--- src/rtl/cv32e40p_pkg.sv ---
// Shared types for the TMR mismatch logger.
package cv32e40p_pkg;

    localparam int unsigned TMR_NUM_REPLICAS = 3;

    // Fault classification code stored in each log entry.
    typedef enum logic [1:0] {
        TMR_REP0,
        TMR_REP1,
        TMR_REP2,
        TMR_UNCORR
    } tmr_fault_e;

    // Resync handshake state.
    typedef enum logic [0:0] {
        TMR_RS_IDLE,
        TMR_RS_REQ
    } tmr_resync_state_e;

endpackage

--- src/rtl/cv32e40p_tmr_log_fifo.sv ---
// First-word fall-through FIFO for fault log entries.
// A push into a full FIFO is accepted only when a pop happens in the same cycle.
module cv32e40p_tmr_log_fifo #(
    parameter int unsigned WIDTH = 8,
    parameter int unsigned DEPTH = 4
) (
    input  logic             clk,
    input  logic             rst,
    input  logic             flush_i,
    input  logic             push_i,
    input  logic [WIDTH-1:0] data_i,
    input  logic             pop_i,
    output logic [WIDTH-1:0] data_o,
    output logic             full_o,
    output logic             empty_o
);

    localparam int unsigned PTR_W = (DEPTH > 1) ? $clog2(DEPTH) : 1;

    logic [PTR_W-1:0] wr_ptr_q, wr_ptr_d;
    logic [PTR_W-1:0] rd_ptr_q, rd_ptr_d;
    logic [PTR_W:0]   count_q, count_d;
    logic [WIDTH-1:0] mem_q [DEPTH];
    logic             push_en, pop_en;

    assign full_o  = (count_q == (PTR_W+1)'(DEPTH));
    assign empty_o = (count_q == '0);
    assign pop_en  = pop_i && !empty_o;
    assign push_en = push_i && (!full_o || pop_en);
    // Head is forced to zero when empty so stale data never shows on the outputs.
    assign data_o  = empty_o ? '0 : mem_q[rd_ptr_q];

    // Pointer and occupancy next-state; DEPTH is a power of two so pointers wrap naturally.
    always_comb begin
        wr_ptr_d = wr_ptr_q;
        rd_ptr_d = rd_ptr_q;
        count_d  = count_q;
        if (flush_i) begin
            wr_ptr_d = '0;
            rd_ptr_d = '0;
            count_d  = '0;
        end else begin
            if (push_en) wr_ptr_d = wr_ptr_q + 1'b1;
            if (pop_en)  rd_ptr_d = rd_ptr_q + 1'b1;
            if (push_en && !pop_en)      count_d = count_q + 1'b1;
            else if (pop_en && !push_en) count_d = count_q - 1'b1;
        end
    end

    // Pointer and occupancy registers.
    always_ff @(posedge clk or posedge rst) begin
        if (rst) begin
            wr_ptr_q <= '0;
            rd_ptr_q <= '0;
            count_q  <= '0;
        end else begin
            wr_ptr_q <= wr_ptr_d;
            rd_ptr_q <= rd_ptr_d;
            count_q  <= count_d;
        end
    end

    // Storage array; contents are don't-care while empty.
    always_ff @(posedge clk) begin
        if (push_en && !flush_i) mem_q[wr_ptr_q] <= data_i;
    end

endmodule

--- src/rtl/cv32e40p_tmr_mismatch_logger.sv ---
// Classifies TMR replica disagreements, logs them with a timestamp and
// requests a resync of any replica whose error count reaches THRESH.
module cv32e40p_tmr_mismatch_logger
    import cv32e40p_pkg::*;
#(
    parameter int unsigned DATA_WIDTH = 32,
    parameter int unsigned FIFO_DEPTH = 4,
    parameter int unsigned CNT_WIDTH  = 8,
    parameter int unsigned TS_WIDTH   = 16,
    parameter int unsigned THRESH     = 4
) (
    input  logic                  clk,
    input  logic                  rst,
    input  logic                  valid_i,
    input  logic [DATA_WIDTH-1:0] res0_i,
    input  logic [DATA_WIDTH-1:0] res1_i,
    input  logic [DATA_WIDTH-1:0] res2_i,
    input  logic                  clear_i,
    input  logic                  log_rd_i,
    output logic                  log_valid_o,
    output logic [1:0]            log_replica_o,
    output logic [TS_WIDTH-1:0]   log_ts_o,
    output logic [DATA_WIDTH-1:0] log_syndrome_o,
    output logic                  overflow_o,
    output logic                  uncorrectable_o,
    output logic [CNT_WIDTH-1:0]  err_cnt0_o,
    output logic [CNT_WIDTH-1:0]  err_cnt1_o,
    output logic [CNT_WIDTH-1:0]  err_cnt2_o,
    output logic                  resync_req_o,
    output logic [1:0]            resync_id_o,
    input  logic                  resync_ack_i
);

    localparam int unsigned ENTRY_W = 2 + TS_WIDTH + DATA_WIDTH;

    logic [TS_WIDTH-1:0]   ts_q;
    tmr_fault_e            fault_code;
    logic [2:0]            fault_hit;
    logic [DATA_WIDTH-1:0] syndrome;
    logic                  any_diff, log_event;
    logic                  eq01, eq02, eq12;

    logic [CNT_WIDTH-1:0]  err_cnt_q [TMR_NUM_REPLICAS];
    logic [CNT_WIDTH-1:0]  err_cnt_d [TMR_NUM_REPLICAS];
    logic [2:0]            thr_hit;

    tmr_resync_state_e     state_q, state_d;
    logic [1:0]            resync_id_q, resync_id_d;
    logic                  ack_fire;

    logic                  overflow_q, overflow_d;
    logic                  uncorr_q, uncorr_d;

    logic [ENTRY_W-1:0]    push_entry, head_entry;
    logic                  fifo_full, fifo_empty, fifo_pop;

    assign eq01 = (res0_i == res1_i);
    assign eq02 = (res0_i == res2_i);
    assign eq12 = (res1_i == res2_i);

    // Classify the replica triple; the two agreeing replicas form the majority.
    always_comb begin
        fault_code = TMR_REP0;
        fault_hit  = '0;
        syndrome   = '0;
        any_diff   = !(eq01 && eq02);
        if (!any_diff) begin
            fault_code = TMR_REP0;
        end else if (eq12) begin
            fault_code   = TMR_REP0;
            fault_hit[0] = 1'b1;
            syndrome     = res0_i ^ res1_i;
        end else if (eq02) begin
            fault_code   = TMR_REP1;
            fault_hit[1] = 1'b1;
            syndrome     = res1_i ^ res0_i;
        end else if (eq01) begin
            fault_code   = TMR_REP2;
            fault_hit[2] = 1'b1;
            syndrome     = res2_i ^ res0_i;
        end else begin
            fault_code = TMR_UNCORR;
            syndrome   = '1;
        end
    end

    // clear_i discards any event arriving in the same cycle.
    assign log_event  = valid_i && any_diff && !clear_i;
    assign fifo_pop   = log_rd_i && !fifo_empty;
    assign push_entry = {fault_code, ts_q, syndrome};

    // Free-running timestamp; not affected by clear_i.
    always_ff @(posedge clk or posedge rst) begin
        if (rst) ts_q <= '0;
        else     ts_q <= ts_q + 1'b1;
    end

    cv32e40p_tmr_log_fifo #(
        .WIDTH (ENTRY_W),
        .DEPTH (FIFO_DEPTH)
    ) u_log_fifo (
        .clk     (clk),
        .rst     (rst),
        .flush_i (clear_i),
        .push_i  (log_event),
        .data_i  (push_entry),
        .pop_i   (log_rd_i),
        .data_o  (head_entry),
        .full_o  (fifo_full),
        .empty_o (fifo_empty)
    );

    assign log_valid_o    = !fifo_empty;
    assign log_replica_o  = head_entry[ENTRY_W-1 -: 2];
    assign log_ts_o       = head_entry[DATA_WIDTH +: TS_WIDTH];
    assign log_syndrome_o = head_entry[DATA_WIDTH-1:0];

    // Saturating per-replica counters; an acknowledged resync clears its counter
    // even if that replica faults in the same cycle.
    always_comb begin
        for (int k = 0; k < TMR_NUM_REPLICAS; k++) begin
            err_cnt_d[k] = err_cnt_q[k];
            if (log_event && fault_hit[k] && (err_cnt_q[k] != '1)) begin
                err_cnt_d[k] = err_cnt_q[k] + 1'b1;
            end
            if (ack_fire && (resync_id_q == 2'(k))) err_cnt_d[k] = '0;
            if (clear_i) err_cnt_d[k] = '0;
            thr_hit[k] = (err_cnt_q[k] >= CNT_WIDTH'(THRESH));
        end
    end

    // Resync handshake next-state; lowest over-threshold replica is served first.
    always_comb begin
        state_d     = state_q;
        resync_id_d = resync_id_q;
        ack_fire    = 1'b0;
        case (state_q)
            TMR_RS_IDLE: begin
                if (|thr_hit) begin
                    state_d     = TMR_RS_REQ;
                    resync_id_d = thr_hit[0] ? 2'd0 : (thr_hit[1] ? 2'd1 : 2'd2);
                end
            end
            TMR_RS_REQ: begin
                if (resync_ack_i) begin
                    ack_fire = 1'b1;
                    state_d  = TMR_RS_IDLE;
                end
            end
            default: state_d = TMR_RS_IDLE;
        endcase
        if (clear_i) begin
            state_d     = TMR_RS_IDLE;
            resync_id_d = '0;
            ack_fire    = 1'b0;
        end
    end

    // Sticky flags next-state.
    always_comb begin
        overflow_d = overflow_q | (log_event && fifo_full && !fifo_pop);
        uncorr_d   = uncorr_q | (log_event && (fault_code == TMR_UNCORR));
        if (clear_i) begin
            overflow_d = 1'b0;
            uncorr_d   = 1'b0;
        end
    end

    // Counter, FSM and flag registers.
    always_ff @(posedge clk or posedge rst) begin
        if (rst) begin
            for (int k = 0; k < TMR_NUM_REPLICAS; k++) err_cnt_q[k] <= '0;
            state_q     <= TMR_RS_IDLE;
            resync_id_q <= '0;
            overflow_q  <= 1'b0;
            uncorr_q    <= 1'b0;
        end else begin
            for (int k = 0; k < TMR_NUM_REPLICAS; k++) err_cnt_q[k] <= err_cnt_d[k];
            state_q     <= state_d;
            resync_id_q <= resync_id_d;
            overflow_q  <= overflow_d;
            uncorr_q    <= uncorr_d;
        end
    end

    assign err_cnt0_o      = err_cnt_q[0];
    assign err_cnt1_o      = err_cnt_q[1];
    assign err_cnt2_o      = err_cnt_q[2];
    assign overflow_o      = overflow_q;
    assign uncorrectable_o = uncorr_q;
    assign resync_req_o    = (state_q == TMR_RS_REQ);
    assign resync_id_o     = resync_id_q;

endmodule

--- config.mk ---
export PLATFORM = sky130hd
export DESIGN_NAME = cv32e40p_tmr_mismatch_logger
export DESIGN_NICKNAME = d
export VERILOG_FILES = /design/src/rtl/cv32e40p_pkg.sv /design/src/rtl/cv32e40p_tmr_log_fifo.sv /design/src/rtl/cv32e40p_tmr_mismatch_logger.sv
export SDC_FILE = /design/constraint.sdc
export NUM_CORES = 1
export LEC_CHECK = 0
export ABC_CLOCK_PERIOD_IN_PS = 5000
export BUFFER_PORTS_ARGS = -buffer_cell sky130_fd_sc_hd__buf_2
export CAP_MARGIN = 10
export CORE_MARGIN = 5
export CORE_UTILIZATION = 32
export DETAILED_ROUTE_END_ITERATION = 12
export MAX_ROUTING_LAYER = met4
export SYNTH_ARGS = -nofsm -noshare
export SYNTH_HDL_FRONTEND = slang
export SYNTH_SLANG_ARGS = --single-unit
--- constraint.sdc ---
create_clock -name clk -period 5 [get_ports clk]
set_input_delay 0.5 -clock clk [delete_from_list [all_inputs] [get_ports clk]]
set_output_delay 0.5 -clock clk [all_outputs]
set_load 0.02 [all_outputs]
Yosys cells after proc, flatten, opt, wreduce, memory -nomap -nowiden

Memory sizes are Yosys's and may differ from the RTL's.
Cells that the tools add are included.
W data, S select, Z words.

Add/subtract/negate cells: 8
$lt $le $gt $ge: 3
Equality and inequality tests: 11
Muxes and demuxes: 47
Bitwise gates (word level): 5
Reduce and logical (&&, ||, !) cells: 38

Operators by type and width:

| operator                | number |
|---|---|
| $mux W32                | 4 |
| $eq A32 B32 Y1          | 3 |
| $mux W8                 | 9 |
| $xor A32 B32 Y32        | 2 |
| $mux W50                | 1 |
| $mux W2                 | 13 |
| $add A8 B1 Y8 const B   | 3 |
| $ge A8 B3 Y1 const B    | 3 |
| $ne A8 B8 Y1 const B    | 3 |
| $logic_and A1 B1 Y1     | 20 |
| $add A16 B1 Y16 const B | 1 |
| $mux W1                 | 15 |
| $mux W3                 | 4 |
| $reduce_bool A3 Y1      | 4 |
| $logic_not A1 Y1        | 6 |
| $reduce_bool A2 Y1      | 3 |
| $add A2 B1 Y2 const B   | 2 |
| $eq A2 B2 Y1 const B    | 2 |
| $add A3 B1 Y3 const B   | 1 |
| $eq A3 B3 Y1 const B    | 1 |
| $logic_not A3 Y1        | 1 |
| $reduce_or A3 Y1        | 1 |
| $sub A3 B1 Y3 const B   | 1 |
| $eq A2 B1 Y1 const B    | 1 |
| other kinds (7)         | 8 |

Bits in registers: 52
RAM bits: 200
Output and inout bits: 80
Logic and storage cells: 124
Memories: 1

Memory list:

| name             | words | width | rd ports | clocked after memory_dff | wr ports | RTL line                    | RTL |
|---|---|---|---|---|---|---|---|
| u_log_fifo.mem_q | 4     | 50    | 1        | 0                        | 1        | cv32e40p_tmr_log_fifo.sv:23 | `logic [WIDTH-1:0] mem_q [DEPTH];` |

Logic depth before layout (Yosys ltp)

Word-level depth: 11
Gate-level depth with buffers: 12

Modules after synthesis

A second synthesis with hierarchy kept.

Cell total of the unflattened synthesis: 883
Area, all modules: 12426.9 um^2

By module, submodules not included:

| module                       | instances | cells each | area each (um^2) |
|---|---|---|---|
| cv32e40p_tmr_log_fifo        | 1         | 381        | 8146.6 |
| cv32e40p_tmr_mismatch_logger | 1         | 502        | 4280.4 |

Worst setup path before layout

OpenSTA, ideal clock, no wires.

Path kind: input -> register
Start: input res2_i[31]
End: memory u_log_fifo.mem_q[0][0] (netlist name) (enable)
Arrival: 2.812 ns
Data required time: 4.587 ns
Setup slack: 1.776 ns
Stages on the path: 6
Path buffers: 0
Path through: xnor2_1 nand4_1 nor4_4 a41oi_1 nor2b_1 and2_1

Cells in the longest elaborated chain, start to end: 9

Ends and longest elaborated chain:

| item                              | RTL line                           | RTL |
|---|---|---|
| start: declaration                | cv32e40p_tmr_mismatch_logger.sv:17 | `input logic [DATA_WIDTH-1:0] res2_i,` |
| $eq A32 B32 Y1                    | cv32e40p_tmr_mismatch_logger.sv:58 | `assign eq02 = (res0_i == res2_i);` |
| $logic_and A1 B1 Y1               | cv32e40p_tmr_mismatch_logger.sv:66 | `any_diff = !(eq01 && eq02);` |
| $logic_not A1 Y1                  | cv32e40p_tmr_mismatch_logger.sv:66 |  |
| $logic_and A1 B1 Y1 (2 in series) | cv32e40p_tmr_mismatch_logger.sv:88 | `assign log_event = valid_i && any_diff && !clear_i;` |
| $logic_and A1 B1 Y1               | cv32e40p_tmr_log_fifo.sv:29        | `assign push_en = push_i && (!full_o \|\| pop_en);` |
| $logic_and A1 B1 Y1               | cv32e40p_tmr_log_fifo.sv:65        | `if (push_en && !flush_i) mem_q[wr_ptr_q] <= data_i;` |
| $mux W1                           | cv32e40p_tmr_log_fifo.sv:65        |  |
| $mux W1 (implied by the code)     | cv32e40p_tmr_log_fifo.sv:65        |  |
| end: declaration                  | cv32e40p_tmr_log_fifo.sv:23        |  |

Every way passes these cells.

Final worst setup path

Start: register u_log_fifo.rd_ptr_q[0]
End: output log_syndrome_o[1]

Cells in the longest elaborated chain, start to end: 2

Ends and longest elaborated chain:

| item                     | RTL line                           | RTL |
|---|---|---|
| start: declaration       | cv32e40p_tmr_log_fifo.sv:21        | `logic [PTR_W-1:0] rd_ptr_q, rd_ptr_d;` |
| start signal: assignment | cv32e40p_tmr_log_fifo.sv:58        | `rd_ptr_q <= rd_ptr_d;` |
| $mem_v2 Z4 W50           | --                                 |  |
| $mux W50                 | cv32e40p_tmr_log_fifo.sv:31        | `assign data_o = empty_o ? '0 : mem_q[rd_ptr_q];` |
| end: declaration         | cv32e40p_tmr_mismatch_logger.sv:23 | `output logic [DATA_WIDTH-1:0] log_syndrome_o,` |

Every way passes these cells.

==> impl_metrics.toml <==
[placement]
gp_congestion = 0.8580
dp_hpwl_mm = 23.40
placed_cell_area_um2 = 13690
port_buffers = 181

[setup_path]
slowest_stage = "dfrtp_4"
crit_buf_inv = 2
cp-end-kind = "output pin"
critPathKind = "flop to output pin"
start_kind = "flop"
path_max_fanout = 38
slowest_delay_ns = 0.99
crit_family = "flip-flops"
required_ns = 4.50
worstPathArrival_ns = 2.98
path_cells = "buf_4 -> mux4_2 -> and2_1 -> buf_2"

[global_route]
grt_pass1_vias = 8182
grt_max_degree = 54
grt_pass1_wl_mm = 51.61
gr-total-overflow = 0
grt_use_total_pct = 16.43
antenna_found_initial = 15

[clock_tree]
cts_tree = "built"
cts.htree.levels = 1
cts_buffers = 29
clock-root-buffer = "clkbuf_16"
clkLatencyLatePin_ns = 0.55
cts_num_sinks = 252
clockBufferDepth = 3
cts_resized = 0
clk_pin_slew_ns = 0.06

[power_and_ir_drop]
vdd.ir_drop.worst_mv = 0.2943
power_density_nw_per_um2 = 435.2
p_leak_nw = 5.495

[sta]
hold_viol = 0
whs_ns = 0.2741
maxSlewHeadroom_pct = 29.92
rsz0062_at_grt = "no"
setup-violations-final = 0
fin_crit_ns = 3.482
slew_viol_final = 0
worstMarginPinSlew_ns = 1.047
fin_tns_setup_ns = 0
fin_crit_sh_pct = 69.64
skew_ns = 0.01990
fmax_mhz = 287.2

[floorplanning]
ios = 182
core_area_um2 = 37670
rows = 71
dieArea_um2 = 42170
start_util_pct = 32.42
die_w_um = 205.4
die_h_um = 205.4

[drt]
drt_pass1_iterations = 5
drt-total-wl_mm = 34.29
vias_per_cell = 5.067
post_drt_wl_per_cell_um = 21.23
antenna_left = 0
drcViolationCount = 0
vias = 8184
initialDrtViolationCount = 489

[logic_synthesis]
synth_compound_area_share_pct = 7.756
async_reset_ff_share_pct = 20.63
ys_types = 46
synth_fa_ha_area_share_pct = 1.291
syn_area_per_cell_um2 = 13.88
synth-simple-area-share_pct = 9.887
yosysWarnings = 0
yosys_register_bits = 252
muxShareOfSynthArea_pct = 9.980
syn_area_um2 = 12210
synth_top_family_by_area = "multiplexers"
synth_nets = 994
ys_seq_area_share_pct = 59.84
ys.flop_type = "edfxtp_1"
synthCells = 880
synthXorXnorAreaFrac_pct = 8.463
synth_enable_flop_cells = 200

[cells_and_area]
final_area_um2 = 14790
mostFrequentLayoutCells = "200 x edfxtp_1, 181 x buf_2, 80 x xnor2_1"
finalNetCount = 1178
synthToLayoutAreaGrowth_pct = 21.08
layout_commonest_cell = "edfxtp_1"
drive_gt1_share_pct = 28.52

[hold_path]
worstHoldPathType = "input pin to flop"

[run]
maxCapViolations = 0

[outcome]
status = "complete, no violations"
## final timing paths
path	startpoint	endpoint	slack [ns]	cells after the start
worst max register to register	err_cnt1_o[0]$_DFFE_PP0P_	err_cnt1_o[5]$_DFFE_PP0P_	2.46	8
worst max-delay path	u_log_fifo.rd_ptr_q[0]$_DFFE_PP0P_	log_syndrome_o[1]	1.52	4
worst min-delay path	resync_ack_i	resync_req_o$_DFF_PP0_	0.27	4
worst min register to register	overflow_o$_DFF_PP0_	overflow_o$_DFF_PP0_	0.51	2
min in group asynchronous	rst	ts_q[12]$_DFF_PP0_	0.50	3
max in group asynchronous	rst	u_log_fifo.rd_ptr_q[1]$_DFFE_PP0P_	3.62	4
## registers in the layout, summed over array words and instances, names as in the netlist
signal / cells
u_log_fifo.mem_q: 200
ts_q: 16
err_cnt0_o: 8
err_cnt1_o: 8
err_cnt2_o: 8
u_log_fifo.count_q: 3
resync_id_o: 2
u_log_fifo.rd_ptr_q: 2
u_log_fifo.wr_ptr_q: 2
overflow_o: 1
resync_req_o: 1
uncorrectable_o: 1
## worst reg2reg max path, stage by stage, from the launching register on
cell     delay (ns)
dfrtp_1        0.41
ha_1           0.22
nand3_1        0.17
nor2b_1        0.08
a21oi_1        0.19
nand3_1        0.18
or3_1          0.52
or4_1          0.56
a21oi_1        0.15
## kinds of logic after synthesis
kind of cell	after synthesis
AO/OA/AOI/OAI	141
flip-flops	252
buffers and inverters	87
multiplexers	59
adder cells (fa/ha/maj)	12
AND/OR/NAND/NOR	211
XOR/XNOR	118
## synthesized netlist by cell type (all sizes together) (5+ instances only)
library cell	count	area [µm²]
a21oi	17	85.08
a221o	31	310.3
and2	57	357.8
and3	9	56.30
buf	11	53.80
clkbuf	28	106.4
dfrtp	52	1301
edfxtp	200	6006
ha	11	137.6
inv	47	176.4
mux2i	7	70.07
mux4	50	1126
nand2	25	93.84
nand3	21	105.1
nand4	19	118.9
nor2	27	101.4
nor3	8	40.04
nor4	13	115.1
o21ai	44	220.2
o22ai	31	193.9
o31ai	8	60.06
or2	5	31.28
or3	11	70.07
or4	10	75.07
xnor2	80	700.7
xor2	38	332.8
## cell type report
cell class,count,area (µm²)
Tap cell,511,639.4
Timing Repair Buffer,192,991.0
Antenna cell,17,42.54
Clock inverter,17,236.5
Fill cell,3617,22880
Multi-Input combinational cell,541,4576
Inverter,48,180.2
Sequential cell,252,7315
Clock buffer,37,805.8
## metrics by stage
| step | std cells | util [%] | power [mW] | setup slack (ns) |
|---|---|---|---|---|
| finish | 1615 | 39.25 | 6.435 | 1.518 |
| global route | 1613 | 39.24 | 6.728 | 1.286 |
| CTS | 1598 | 39.14 | 6.530 | 1.432 |
| global placement | 1543 | 36.35 | 4.254 | 1.355 |
| detailed placement | 1543 | 36.35 | 4.269 | 1.353 |
| floorplan | 880 | - | 3.608 | 1.776 |
## power by group
group | leakage, nW | switching [mW] | internal [mW] | total (mW)
Combinational | 2.44 | 0.970 | 0.700 | 1.67
Clock | 0.492 | 0.862 | 1.40 | 2.26
Sequential | 2.56 | 0.160 | 2.34 | 2.50
## per-layer routing
layer / wire [µm] / global-route usage, %
met2: 16010 / 25.80
met3: 2757 / 3.830
met5: 0 / -
met4: 651 / 3.660
met1: 14870 / 21.97
## repair_timing
item,4_1_cts,5_1_grt
hold buffers,1,0
buffers inserted,0,0
endpoints found under the setup margin,0,0
hold endpoints to repair,16,0
No activity file was read; power rests on OpenSTA's default activity.
